`src/rtl/sched_fifo_wr_arb.sv`:
```
// sched_fifo_wr_arb: round-robin arbiter that merges NREQ requester beat streams into one
// FIFO write port. A grant lasts up to BURST beats and always ends with one IDLE cycle.
//
// Ports:
//   CLK      - clock, also the FIFO write clock
//   RST      - asynchronous active-high reset
//   REQ      - per-requester valid beat
//   REQ_DATA - per-requester beat data, requester i at [i*DSIZE +: DSIZE]
//   WFULL    - FIFO full; stalls the current grant
//   WDATA    - FIFO write data, always the slice of the granted requester
//   WINC     - FIFO write strobe
//   ACK      - one-hot beat-consumed strobe back to the granted requester
//   GNT_ID   - index of the granted requester
//   BUSY     - high while a grant is active
module sched_fifo_wr_arb #(
    parameter int unsigned DSIZE = 160,
    parameter int unsigned NREQ  = 4,
    parameter int unsigned BURST = 4
) (
    input  logic                      CLK,
    input  logic                      RST,
    input  logic [NREQ-1:0]           REQ,
    input  logic [NREQ*DSIZE-1:0]     REQ_DATA,
    input  logic                      WFULL,
    output logic [DSIZE-1:0]          WDATA,
    output logic                      WINC,
    output logic [NREQ-1:0]           ACK,
    output logic [$clog2(NREQ)-1:0]   GNT_ID,
    output logic                      BUSY
);

    localparam int unsigned IW = $clog2(NREQ);
    localparam int unsigned BW = $clog2(BURST + 1);

    typedef enum logic {StIdle, StXfer} state_e;

    state_e          state_q, state_d;
    logic [IW-1:0]   ptr_q, ptr_d;
    logic [IW-1:0]   gnt_q, gnt_d;
    logic [BW-1:0]   bcnt_q, bcnt_d;
    logic [IW-1:0]   pick;
    logic [IW-1:0]   idx;
    logic [IW-1:0]   gnt_next;
    logic            found;
    logic            req_g;

    // First set REQ bit at or after ptr_q, wrapping past NREQ-1.
    always_comb begin
        pick  = '0;
        found = 1'b0;
        idx   = '0;
        for (int unsigned k = 0; k < NREQ; k++) begin
            idx = IW'((32'(ptr_q) + k) % NREQ);
            if (!found && REQ[idx]) begin
                pick  = idx;
                found = 1'b1;
            end
        end
    end

    assign gnt_next = (gnt_q == IW'(NREQ - 1)) ? '0 : gnt_q + 1'b1;
    assign req_g    = REQ[gnt_q];
    assign GNT_ID   = gnt_q;

    always_comb begin
        state_d = state_q;
        ptr_d   = ptr_q;
        gnt_d   = gnt_q;
        bcnt_d  = bcnt_q;
        WINC    = 1'b0;
        ACK     = '0;
        BUSY    = 1'b0;
        // Data follows the registered grant even when no beat is written.
        WDATA   = REQ_DATA[gnt_q*DSIZE +: DSIZE];
        case (state_q)
            StIdle: begin
                if (found) begin
                    gnt_d   = pick;
                    bcnt_d  = '0;
                    state_d = StXfer;
                end
            end
            StXfer: begin
                BUSY       = 1'b1;
                WINC       = req_g & ~WFULL;
                ACK[gnt_q] = WINC;
                if (!req_g) begin
                    // Requester drop: no beat, release the grant.
                    state_d = StIdle;
                    ptr_d   = gnt_next;
                end else if (WINC) begin
                    bcnt_d = bcnt_q + 1'b1;
                    if (bcnt_q == BW'(BURST - 1)) begin
                        state_d = StIdle;
                        ptr_d   = gnt_next;
                    end
                end
            end
            default: state_d = StIdle;
        endcase
    end

    always_ff @(posedge CLK or posedge RST) begin
        if (RST) begin
            state_q <= StIdle;
            ptr_q   <= '0;
            gnt_q   <= '0;
            bcnt_q  <= '0;
        end else begin
            state_q <= state_d;
            ptr_q   <= ptr_d;
            gnt_q   <= gnt_d;
            bcnt_q  <= bcnt_d;
        end
    end

endmodule
```
`config.mk`:
```
export PLATFORM = sky130hd
export DESIGN_NAME = sched_fifo_wr_arb
export DESIGN_NICKNAME = d
export VERILOG_FILES = /design/src/rtl/sched_fifo_wr_arb.sv
export SDC_FILE = /design/constraint.sdc
export NUM_CORES = 1
export LEC_CHECK = 0
export ABC_AREA = 1
export BUFFER_PORTS_ARGS = -buffer_cell sky130_fd_sc_hd__buf_2
export CAP_MARGIN = 10
export CORE_AREA = 8 8 315 317
export DETAILED_ROUTE_END_ITERATION = 16
export DIE_AREA = 0 0 323 325
export GPL_ROUTABILITY_DRIVEN = 0
export PLACE_DENSITY = 0.3
export SLEW_MARGIN = 20
export SYNTH_ARGS = -nofsm -noshare
export SYNTH_HDL_FRONTEND = slang
export SYNTH_SLANG_ARGS = --single-unit
```
`constraint.sdc`:
```
create_clock -name CLK -period 1.9 [get_ports CLK]
set_clock_uncertainty 0.05 [all_clocks]
set_input_delay 0.38 -clock CLK [delete_from_list [all_inputs] [get_ports CLK]]
set_output_delay 0.38 -clock CLK [all_outputs]
set_load 0.02 [all_outputs]
```
After elaboration in Yosys (flattened, before gate mapping)
Index checks and enable logic that the tools add are counted.
{ "word_totals": {"register_bits": 8, "latch_bits": 0, "mem_bits_rw": 0, "rom_bits": 0, "inputBits": 647, "out_inout_bits": 168, "wordCells": 74, "n_memories": 0} }
{ "op_classes": {"n_addsub": 5, "n_mul": 1, "n_div": 0, "n_lt_le_gt_ge": 6, "n_eq_ne": 7, "shift": 1, "muxes": 36, "n_bitwise": 4, "n_reduce_logical": 10} }
{ "op_table": {"columns": ["op", "count"], "rows": [
  ["variable part select 640 x 11 -> 160 bit", 1],
  ["2-to-1 mux 1 bit", 16],
  ["2-to-1 mux 2 bit", 8],
  ["< comparator 2 x 3 -> 1 bit (second input constant)", 5],
  ["binary-select mux 1 bit (select 2 bit)", 5],
  ["2-to-1 mux 3 bit", 3],
  ["!= test 2 x 1 -> 1 bit (second input constant)", 4],
  ["case mux 3 bit (2 select lines)", 1],
  ["AND reduction 3 bit", 2],
  ["multiplier 2 x 3 -> 5 bit (second input constant)", 1],
  ["adder 2 x 1 -> 2 bit (second input constant)", 2],
  ["adder 2 bit (second input constant)", 2],
  ["bitwise AND 4 bit", 1],
  ["logical AND 1 bit", 4],
  ["2-to-1 mux 4 bit", 1],
  ["adder 3 x 1 -> 3 bit (second input constant)", 1],
  ["equality test 3 x 2 -> 1 bit (second input constant)", 1],
  ["zero test 1 bit", 3],
  ["demux 1 bit (select 2 bit)", 1],
  ["equality test 2 bit (second input constant)", 1],
  ["greater-or-equal comparator 2 x 1 -> 1 bit (second input constant)", 1],
  ["!= test 2 bit (second input constant)", 1],
  ["inverter 1 bit", 2],
  ["case mux 1 bit (2 select lines)", 1],
  ["other kinds (2)", 2]
]} }

Longest topological paths before layout
Gate-level depths: netlist (run 1).
{ "depth": {"ltp_word": 14, "mapped_depth": 11, "depth_no_buf": 11} }

Worst setup path after synthesis (run 1)
Ideal clock, no wire load.
{ "synth_timing": {"path_type": "reg-to-output", "from": "register gnt_q[1], in the netlist GNT_ID[1]", "to": "output port ACK[0]", "arrival_time_ns": 1.704, "t_required_ns": 1.470, "setup_slack_ns": -0.234, "path_stages_with_launch": 8, "n_path_buf": 3, "path_cell_list": "dfrtp_1 > buf_2 > clkinv_1 > buf_2 > clkbuf_1 > ha_1 > inv_1 > nor2_1"} }
{ "synth_between": {"elab_chain_len": 6, "elab_cells_between_ends": 10, "cone_classes": "order compare: 2; mux: 5; bitwise: 2; reduce/logical: 1"} }
{ "synth_lines": {"columns": ["item", "line", "text"], "rows": [
  ["start: declaration", "39", "logic [IW-1:0] gnt_q, gnt_d;"],
  ["start signal: assignment", "112", "gnt_q <= gnt_d;"],
  ["< comparator 2 x 3 -> 1 bit (not written as such) or greater-or-equal comparator 2 x 1 -> 1 bit (tied branches)", "86", "ACK[gnt_q] = WINC;"],
  ["logical AND 1 bit (not written as such)", "86", null],
  ["2-to-1 mux 1 bit (not written as such)", "86", null],
  ["demux 1 bit (select 2 bit)", "86", null],
  ["bitwise AND 4 bit (no line) *", null, null],
  ["2-to-1 mux 4 bit *", "75", "case (state_q)"],
  ["end: declaration", "27", "output logic [NREQ-1:0] ACK,"]
]} }
Every way passes the cells marked *; elsewhere a longest branch is shown, timed or not. The select of a mux whose other input is x is not followed.

Worst setup path after layout (run 1)
{ "layout_timing": {"from": "register gnt_q[0], in the netlist GNT_ID[0]", "to": "output port WDATA[86]"} }
{ "layout_between": {"elab_chain_len": 2} }
{ "layout_lines": {"columns": ["item", "line", "text"], "rows": [
  ["multiplier 2 x 3 -> 5 bit", "74", "WDATA = REQ_DATA[gnt_q*DSIZE +: DSIZE];"],
  ["variable part select 640 x 11 -> 160 bit", "74", null],
  ["end: declaration", "25", "output logic [DSIZE-1:0] WDATA,"]
]} }
Every way passes these cells.

==> results.md, run 1 <==
- Starting Density: 0.05327
- IO buf count: approximately 810
- CP max FO: 12
- Fmax achieved: ~0.45 GHz
- Worst slew margin: 0.7670
- CP Capture Type: primary output
- CTS Root Cell: clkbuf_16
- Post-synth cell types: 24
- Gr ovfl total: 0
- Pin count of the biggest net entering global routing: 41
- RSZ-0062 raised after global routing: yes
- HPWL Detailed: approximately 57000 um
- I/O pin count: about 820
- Minimum clock period: ~2200 ps
- CTS Sinks: 8
- Finished Cell Area: about 16000 um^2
- Total GRT Usage: 0.1206
- Mapped Nets: approximately 1700
- Clock Path Buffers: 2
- Layout cells sized above 1: 0.7044
- Row count: about 110
- Vias in the first global route: between 10000 and 15000
- Routed via count: around 12000
- Mapped Area: roughly 5000 um^2
- Vias per cell: 3.555
- Mean Syn Cell Area: slightly below 5 um^2
- Final worst setup slack: -323.5 ps
- Largest area contributor in the netlist: o21ai_0
- Final Max Slew Viols: 0
- 1st-pass router iterations: 5
- Antenna violation net count after detailed routing: 0
- Top cell type's share of synthesized area: 0.3223
- First-pass GRT wire length: ~90000 um
- Area growth syn-to-layout: 214.9%
- Startpoint types: flop
- # nets final: ~2600
- Drt wl/cell: approximately 23 um
- Status: complete, but fails checks
- # DRC: 0
- Max rail drop VDD: 0.0006874 V
- CTS tree: built
- Pleak: approximately 0.0073 uW
- TritonCTS buffer count: 3
- Pwr dens: between 1500 and 2000 nW/um^2
- Clock Latency Late Sink: between 200 and 250 ps
- Critical path class: reg2out
- Die H: ~330 um
- Drt initial violations: 586
- Drt total wl: roughly 73000 um
- Clock slew at reported path FFs: 40 ps
- Design Power: 29350 uW
- Chip Width: around 320 um
- CP Launch Point: GNT_ID[0]
- Synthesis warning total: 0
- Post-synthesis cell count: just over 1000
- Placed Area: 12770 um^2
- Final Hold Viols: 0
- Leading cell type in the layout, fill and taps excluded: buf_2
- Synth Register Bits: 8
- H-tree depth: 1
- Commonest non-fill, non-tap cells in the layout: 690 x buf_2, 253 x nor2_1, 166 x buf_4
- Worst r2r src: GNT_ID[0]
- Initial antenna violation count: 26
- Seq/Total Area, Yosys: 0.03991
- Die area: about 100000 um^2
- Largest cells by area after synthesis: o21ai_0 32%, nor2_1 25%, o22ai_1 20%
- WP data required: around 1500 ps
- Least-Margin Pin Slew: approximately 350 ps
- Max cap viols: 0
- Core ar.: roughly 94000 um^2
- Failing checks: setup timing
- Hold Crit Class: in2async
- Final setup viols: around 170
- Critical Path AT: roughly 1800 ps
- Tcrit/Tclk final: 1.170
- Hold_buf cts: 0
[path summary, 6_finish.rpt]
kind                                  end  slack (ps)  depth (start not counted)
min in group CLK                bcnt_q[2]         450                          2
worst min register to register  bcnt_q[2]         450                          2
worst min-delay path            bcnt_q[2]          60                          2
worst max register to register  bcnt_q[2]          40                         11
worst max-delay path            WDATA[86]        -320                          7
max in group asynchronous       GNT_ID[0]        1450                          2
[where the power goes]
group / total (uW) / internal [uW] / switching (uW) / leakage, uW
combinational: 28600 / 12900 / 15700 / 0.00719
sequential: 386 / 258 / 127 / 0.0000977
clock: 371 / 280 / 90.8 / 0.0000383
[registers in the layout, indices dropped and copies added (netlist names)]
signal	cells
ptr_q	2
state_q	1
GNT_ID	2
bcnt_q	3
[synth_stat cells, drive strengths merged]
cell,n
nor2,331
o21ai,326
o22ai,160
clkbuf,67
nand2,56
buf,40
inv,19
nand3,10
dfrtp,8
ha,6
clkinv,2
or2,2
a21oi,1
a31oi,1
nand4,1
[kinds of logic (layout without fill, tap and decap cells)]
kind of cell,after synthesis,count (layout),share of synthesized area
other cells,0,18,0
buf+inv,128,1060,0.1102
compound gates,488,488,0.5286
fa+ha+maj,6,6,0.01497
simple gates,400,400,0.3063
flops,8,8,0.03991
[critical path, cell delays in order, from the launching register on]
cell      delay (ps)
dfrtp_4          510
buf_12           170
clkinv_8         100
buf_4            210
nor2_1            60
buf_4            160
o22ai_2          160
buf_4            160
[routing by layer]
metal	routed length [um]	GRT usage
met3	6624	0.03911
met2	35440	0.2097
met4	1114	0.01935
met1	30260	0.1460
met5	41	0
[metrics by stage]
step	util	cells	setup slack, ps	TNS [ps]	hold WS [ps]
5_1_grt	0.1676	3239	-381.1	-51040	115.8
6_report	0.1678	3245	-323.5	-41170	57.89
3_3_place_gp	0.1356	3160	-584.9	-10510	333.7
2_1_floorplan	-	1030	-59.11	-3158	145.5
3_5_place_dp	0.1356	3160	-597.9	-11410	325.0
4_1_cts	0.1525	3201	-381.2	-48220	75.39
[cell type report]
cell class / instances / area, um^2
Tap cell: 1265 / 1583
Clock buffer: 4 / 78.83
Fill cell: 11010 / 78370
Sequential cell: 8 / 207.7
Antenna cell: 18 / 45.04
Inverter: 21 / 117.6
Multi-Input combinational cell: 894 / 6107
Timing Repair inverter: 2 / 32.53
Timing Repair Buffer: 1033 / 7625
[repair_timing]
action	in CTS	in global routing
gates cloned	15	20
setup buffers	22	12
gates resized for setup	390	350
setup endpoints to repair	165	169
pin swaps	21	31
(Power assumes the default switching activity.)
==> run 2, diff against run 1 <==
- ABC_AREA: 1 -> not set
- BUFFER_PORTS_ARGS: -buffer_cell sky130_fd_sc_hd__buf_2 -> -buffer_cell sky130_fd_sc_hd__clkbuf_2
- CORE_AREA: 8 8 315 317 -> 8 8 313 315
- DIE_AREA: 0 0 323 325 -> 0 0 321 323
==> run 2 against run 1 <==
Net effect: the run still ends with setup timing left; hold slack lost 26 ps; synthesized cell count down 75%; wire length increased by 0.88%; setup slack lost 110 ps; non-clock buffer count fell by 152; via count is 35% lower; global-route usage is 1.2 points higher; synthesized area shrank 12%; power down 49%; design area shrank 30%; first-iteration DRC count decreased by 19%; critical endpoint is now WDATA[14]; largest cell class unchanged; highest routed layer unchanged.
==> results.md, run 2 <==
- Critical Path AT: 1900 ps (+110 ps)
- Antenna violation net count after detailed routing: 0 (unchanged)
- Share of power burned in registers: 0.025 (+0.012)
- CTS Root Cell: clkbuf_16
- First-pass GRT wire length: 91740 um (-0.64%)
- Final setup viols: 168 (+1.8%)
- Startpoint types: flop
- WP data required: 1470 ps (about the same)
- Pwr dens: 1353 nW/um^2 (-27%)
- Internal: 7001 uW (-48%)
- Synthesis warning total: 0 (unchanged)
- Post-synth cell types: 31 (+29%)
- CP Capture Type: primary output
- Least-Margin Pin Slew: 424.3 ps (+78.41 ps)
- Mapped Area: 4410 um^2 (-12%)
- # DRC: 0 (unchanged)
- Worst path bufs/invs: 3 (-2)
- Largest family of logic cells by synthesized area: multiplexers
- Min Hold Slack: 31.95 ps (-25.93 ps)
- Mapped Nets: 909 (-46%)
- Final TNS setup: -55680 ps (-14510 ps)
- Clock Latency Late Sink: 230 ps (about the same)
- Pin count of the biggest net entering global routing: 38 (-7.3%)
- Fmax achieved: 0.4293 GHz (-4.5%)
- HPWL Detailed: 71440 um (+26%)
- Die H: 323 um (-0.62%)
- # nets final: 1757 (-33%)
- Final worst setup slack: -429.1 ps (-105.6 ps)
- Mean Syn Cell Area: 17.23 um^2 (+250%)
- Hold_buf cts: 0 (unchanged)
- Clock Path Buffers: 2 (unchanged)
- Synth Area in Simple Gates: 0.02440 (-0.2819)
- EDFF count, synth: 0 (unchanged)
- Hold Crit Class: in2async
- Fin util: 0.1188 (-0.04900)
- Core ar.: 92770 um^2 (-1.5%)
- Area growth syn-to-layout: 149.8%
- Die area: 103700 um^2 (-1.2%)
- Largest area contributor in the netlist: mux4_2
- Non-filler cells, final: 2373 (-27%)
- Max rail drop VDD: 0.0004301 V (-37%)
- Max reg flops: 3 (unchanged)
- Compound-cell area share of the yosys netlist: 0.01702 (-0.5115)
- Post-synthesis cell count: 256 (-75%)
- Seq/Total Area, Yosys: 0.04539 (+0.005480)
- Failing checks: setup timing
- TritonCTS buffer count: 3 (unchanged)
- Combinational power share: 0.951 (-0.023)
- P_sw: 7908 uW (-50%)
- CTS Sinks: 8 (unchanged)
- Status: complete, but fails checks
- Finished Cell Area: 11020 um^2 (-30%)
- Tcrit/Tclk final: 1.226 (+0.05559)
- Placed insts: 2343 (-26%)
- Count leader, synth: mux4_2
- Vias per cell: 3.158 (-11%)
- H-tree depth: 1 (unchanged)
- Final Hold Viols: 0 (unchanged)
- FFs w/ async S/R, synth: 1.000 (unchanged)
- CP Cell Sequence: buf_12, buf_12, mux4_2, clkbuf_2
- IO buf count: 814 (unchanged)
- Drt wl/cell: 31.24 um (+38%)
- Vias in the first global route: 8281 (-32%)
- CP most frequent cell: buf_12
- Clock slew at reported path FFs: 40 ps (about the same)
- XOR/XNOR Fraction of Synth Area: 0.001986 (+0.001986)
- Max stage delay on crit path: 600 ps (+90 ps)
- Drt total wl: 74130 um (+0.88%)
- I/O pin count: 815 (unchanged)
- RSZ-0062 raised after global routing: yes
- Mux cell area share after synthesis: 0.8318 (+0.8318)
- Worst slew margin: 0.7145 (-0.05245)
- Synth Area in Adders: 0.01702 (+0.002055)
- Row count: 112 (-0.88%)
- Pleak: 0.005145 uW (-30%)
- Top_reg_cell synth: dfrtp_1
- Largest cells by area after synthesis: mux4_2 82%, dfrtp_1 4.5%, buf_6 2.0%
- Routed via count: 7495 (-35%)
- CTS tree: built
- Chip Width: 321 um (-0.62%)
- Minimum clock period: 2329 ps (+105.6 ps)
- Final Max Slew Viols: 0 (unchanged)
- Top reg by flops: bcnt_q
- Starting Density: 0.04754 (-0.005727)
- Commonest non-fill, non-tap cells in the layout: 716 x clkbuf_2, 161 x mux4_2, 50 x buf_4
- Drt initial violations: 475 (-19%)
- Total GRT Usage: 0.1325 (+0.01194)
- Leading cell type in the layout, fill and taps excluded: clkbuf_2
- Max cap viols: 0 (unchanged)
- Critical path class: reg2out
- CP max-delay cell: mux4_2
- Top cell type's share of synthesized area: 0.8221 (+0.4999)
- Initial antenna violation count: 65 (+150%)
- Synth Register Bits: 8 (unchanged)
- Clock Power Share: 0.024 (+0.011)
- Placed Area: 10400 um^2 (-19%)
- Layout cells sized above 1: 0.9547 (+0.2503)
- Gr ovfl total: 0 (unchanged)
- Net Sw Frac: 0.5304 (-0.01314)
- CP max FO: 17 (+5)
- 1st-pass router iterations: 4 (-1)
- Top delay family on crit path: multiplexers
- Synth cell count leaders: 161 x mux4_2, 11 x buf_4, 10 x clkbuf_1
run 2: changes by cell type after synthesis, sizes merged, moves of 4 or more:
| cell | before | now |
|---|---|---|
| nor2 | 331 | 1 |
| o21ai | 326 | 2 |
| nand2 | 56 | 7 |
| clkbuf | 67 | 10 |
| buf | 40 | 28 |
| o22ai | 160 | 2 |
| inv | 19 | 7 |
| and3 | 0 | 4 |
| mux4 | 0 | 161 |
| nand3 | 10 | 1 |
run 2: kinds of logic (layout without fill, tap and decap cells):
family | Yosys count | in the layout
AOI/OAI and AO/OA | 11 | 11
and+or+nand+nor | 20 | 20
buffers and inverters | 45 | 892
muxes | 165 | 165
other | 0 | 16
xor gates and xnor gates | 1 | 1
DFF | 8 | 8
adders and majority gates | 6 | 6
run 2: what timing repair did:
action                                  4_1_cts  5_1_grt
gates cloned                                  1        0
resized for setup                            93       68
buffers inserted                              2        7
endpoints found under the setup margin      170      170
pin swaps                                     0        0
run 2: path summary, 6_finish.rpt:
kind                                  end       from  cells after the start  slack [ps]
worst min-delay path             ptr_q[0]        RST                      2          30
worst max-delay path            WDATA[14]  GNT_ID[0]                      4        -430
min in group CLK                bcnt_q[0]     REQ[2]                      4         440
worst max register to register   ptr_q[0]  GNT_ID[0]                      5        -220
worst min register to register  bcnt_q[2]  bcnt_q[2]                      2         470
max in group asynchronous       GNT_ID[0]        RST                      2        1490
run 2: per-layer routing:
| layer | part of all wire | wire [um] | global-route usage |
|---|---|---|---|
| met1 | 0.40 | 29700 | 0.1629 |
| met2 | 0.47 | 35140 | 0.2241 |
| met3 | 0.11 | 8511 | 0.05936 |
| met4 | 0.0061 | 451 | 0.005587 |
| met5 | 0.0043 | 321 | 0 |
run 2: through the flow:
| stage | total power (uW) | setup WS (ps) |
|---|---|---|
| after floorplan | 7915 | -23.72 |
| after global placement | 13780 | -226.1 |
| after detailed placement | 13870 | -233.7 |
| after CTS | 15060 | -454.3 |
| after global routing | 15680 | -466.7 |
| final | 14910 | -429.1 |
run 2: power groups by stage:
stage / clock network, uW / logic (uW) / registers (uW)
global route: 387 / 14900 / 388
finish: 364 / 14200 / 369
floorplan: 0 / 7560 / 356
CTS: 373 / 14300 / 371
detailed placement: 0 / 13500 / 372
global placement: 0 / 13400 / 367
run 2: layout make-up:
cell class / count / area (um^2)
Antenna cell: 16 / 40.04
Inverter: 7 / 26.28
Fill cell: 10840 / 81750
Tap cell: 1254 / 1569
Clock buffer: 4 / 78.83
Sequential cell: 8 / 207.7
Timing Repair Buffer: 881 / 5155
Multi-Input combinational cell: 203 / 3940
run 2: worst register-to-register path, cell delays in order (launching register included):
cell      delay (ps)
dfrtp_4          440
buf_12           200
mux4_2           630
buf_4            190
a21boi_2         150
mux2_2           350
==> run 3, diff against run 2 <==
- CORE_AREA: 8 8 313 315 -> 2 2 317 319
- DIE_AREA: 0 0 321 323 -> 0 0 319 321
==> run 3 against run 2 <==
Net effect: the flow still finishes with violations (setup timing); first-iteration DRC count increased by 10%; clock-buffer cell count unchanged; clock power decreased by 1%; via count increased by 3.7%; power increased by 6.6%; setup slack got worse by 76 ps; hold slack improved by 6.3 ps; die area decreased by 1.2%; non-clock buffer count decreased by 1; sequential power decreased by 4%.
==> results.md, run 3 (same netlist as run 2, synthesis figures left out) <==
- Status: complete, but fails checks
- Failing checks: setup timing
- Tcrit/Tclk final: 1.266 (+0.03995)
- Clock Latency Late Sink: 230 ps (about the same)
- Gr ovfl total: 0 (unchanged)
- CTS Root Cell: clkbuf_16
- P_sw: 8355 uW (+5.7%)
- HPWL Detailed: 70940 um (-0.71%)
- Area growth syn-to-layout: 157.2%
- RSZ-0062 raised after global routing: yes
- Min Hold Slack: 38.21 ps (+6.254 ps)
- Max reg flops: 3 (unchanged)
- Clock Power Share: 0.023 (about the same)
- Layout cells sized above 1: 0.9574 (+0.002681)
- Routed via count: 7769 (+3.7%)
- Drt wl/cell: 31.16 um (-0.23%)
- Combinational power share: 0.955 (+0.004)
- # DRC: 0 (unchanged)
- Pin count of the biggest net entering global routing: 37 (-2.6%)
- # nets final: 1756 (-0.057%)
- Hold Crit Class: in2async
- Total GRT Usage: 0.1380 (+0.005444)
- Global-route met2 utilization: 0.2288 (+0.004705)
- Net Sw Frac: 0.5258 (-0.004566)
- Critical path class: reg2out
- Die area: 102400 um^2 (-1.2%)
- Final Hold Viols: 0 (unchanged)
- Die H: 321 um (-0.62%)
- CP Capture Type: primary output
- CTS Sinks: 8 (unchanged)
- Initial antenna violation count: 63 (-3.1%)
- Hold_buf cts: 0 (unchanged)
- Vias in the first global route: 8141 (-1.7%)
- Internal: 7533 uW (+7.6%)
- Placed Area: 10360 um^2 (-0.41%)
- Final TNS setup: -60510 ps (-4831 ps)
- Drt initial violations: 524 (+10%)
- Clock slew at reported path FFs: 40 ps (about the same)
- Worst slack, placed: -321.6 ps (-87.86 ps)
- Clock Path Buffers: 2 (unchanged)
- Grt met3 use: 0.06838 (+0.009023)
- Final setup viols: 168 (unchanged)
- Pleak: 0.005226 uW (+1.6%)
- Fmax achieved: 0.4158 GHz (-3.2%)
- Max cap viols: 0 (unchanged)
- Vias per cell: 3.225 (+2.1%)
- Top reg by flops: bcnt_q
- Pwr dens: 1401 nW/um^2 (+3.5%)
- Commonest non-fill, non-tap cells in the layout: 704 x clkbuf_2, 161 x mux4_2, 40 x buf_4
- Critical Path AT: 1980 ps (+80 ps)
- Least-Margin Pin Slew: 364.2 ps (-60.07 ps)
- Finished Cell Area: 11340 um^2 (+3.0%)
- WP data required: 1470 ps (about the same)
- Design Power: 15890 uW (+6.6%)
- Max rail drop VDD: 0.0004080 V (-5.1%)
- CP max FO: 11 (-6)
- 1st-pass router iterations: 4 (unchanged)
- Final worst setup slack: -505.0 ps (-75.90 ps)
- Minimum clock period: 2405 ps (+75.90 ps)
- TritonCTS buffer count: 3 (unchanged)
- Row count: 116 (+3.6%)
- Core ar.: 99280 um^2 (+7.0%)
- I/O pin count: 815 (unchanged)
- First-pass GRT wire length: 92020 um (+0.31%)
- Starting Density: 0.04443 (-0.003116)
- Antenna violation net count after detailed routing: 0 (unchanged)
- IO buf count: 814 (unchanged)
- CTS tree: built
- Share of power burned in registers: 0.022 (-0.003)
- H-tree depth: 1 (unchanged)
- Final Max Slew Viols: 0 (unchanged)
- Leading cell type in the layout, fill and taps excluded: clkbuf_2
- Startpoint types: flop
- Chip Width: 319 um (-0.62%)
- GR Util met1: 0.1672 (+0.004372)
- Drt total wl: 75070 um (+1.3%)
- Fill count: 11510 (+6.1%)
- Worst slew margin: 0.7550 (+0.04041)
- Gr busiest metal: met2
-- run 3: final timing paths --
check	from	end	slack, ps	cells after the start
setup / recovery	GNT_ID[0]	WDATA[68]	-510	4
hold / removal	RST	ptr_q[1]	40	2
setup reg to reg	GNT_ID[0]	ptr_q[1]	-240	6
hold reg to reg	bcnt_q[1]	bcnt_q[1]	490	2
max in group asynchronous	RST	GNT_ID[0]	1480	2
min in group CLK	bcnt_q[1]	bcnt_q[1]	490	2
-- run 3: area by class of cell --
| cell class | count | area, um^2 | share of cell area |
|---|---|---|---|
| clock buffer | 4 | 78.83 | 0.006950 |
| tap | 1298 | 1624 | 0.1432 |
| antenna | 9 | 22.52 | 0.001986 |
| timing repair buffer | 880 | 5420 | 0.4779 |
| multi-input combinational | 203 | 3963 | 0.3494 |
| inverter | 7 | 26.28 | 0.002317 |
| sequential | 8 | 207.7 | 0.01831 |
-- run 3: power groups by stage --
stage | Clock [uW] | Sequential, uW | Combinational [uW]
6_report | 359 | 355 | 15200
5_1_grt | 382 | 369 | 15800
4_1_cts | 368 | 355 | 14800
3_5_place_dp | 0 | 348 | 13400
3_3_place_gp | 0 | 348 | 13300
2_1_floorplan | 0 | 356 | 7560
-- run 3: critical path, stage by stage, from the launching register on --
cell and delay, ps:
dfrtp_4 480, buf_16 180, buf_16 190, mux4_2 630
clkbuf_2 210
-- run 3: layer usage --
metal / up-vias / wire length [um] / part of all wire
met5: - / 473 / 0.0063
met4: 68 / 804 / 0.011
met3: 132 / 9324 / 0.12
met2: 691 / 34870 / 0.46
met1: 3935 / 29600 / 0.39
li1: 2943 / - / -
-- run 3: per-stage QoR --
stage,cells,util
6_report,2409,0.1142
5_1_grt,2403,0.1141
4_1_cts,2396,0.1117
3_5_place_dp,2384,0.1044
3_3_place_gp,2384,0.1044
2_1_floorplan,256,-
-- run 3: timing repair --
| item | in CTS | in global routing |
|---|---|---|
| pin swaps | 5 | 0 |
| gates resized for setup | 138 | 121 |
| setup endpoints to repair | 167 | 168 |
| buffers inserted | 6 | 5 |
| hold endpoints to repair | 0 | 0 |
| gates cloned | 2 | 0 |
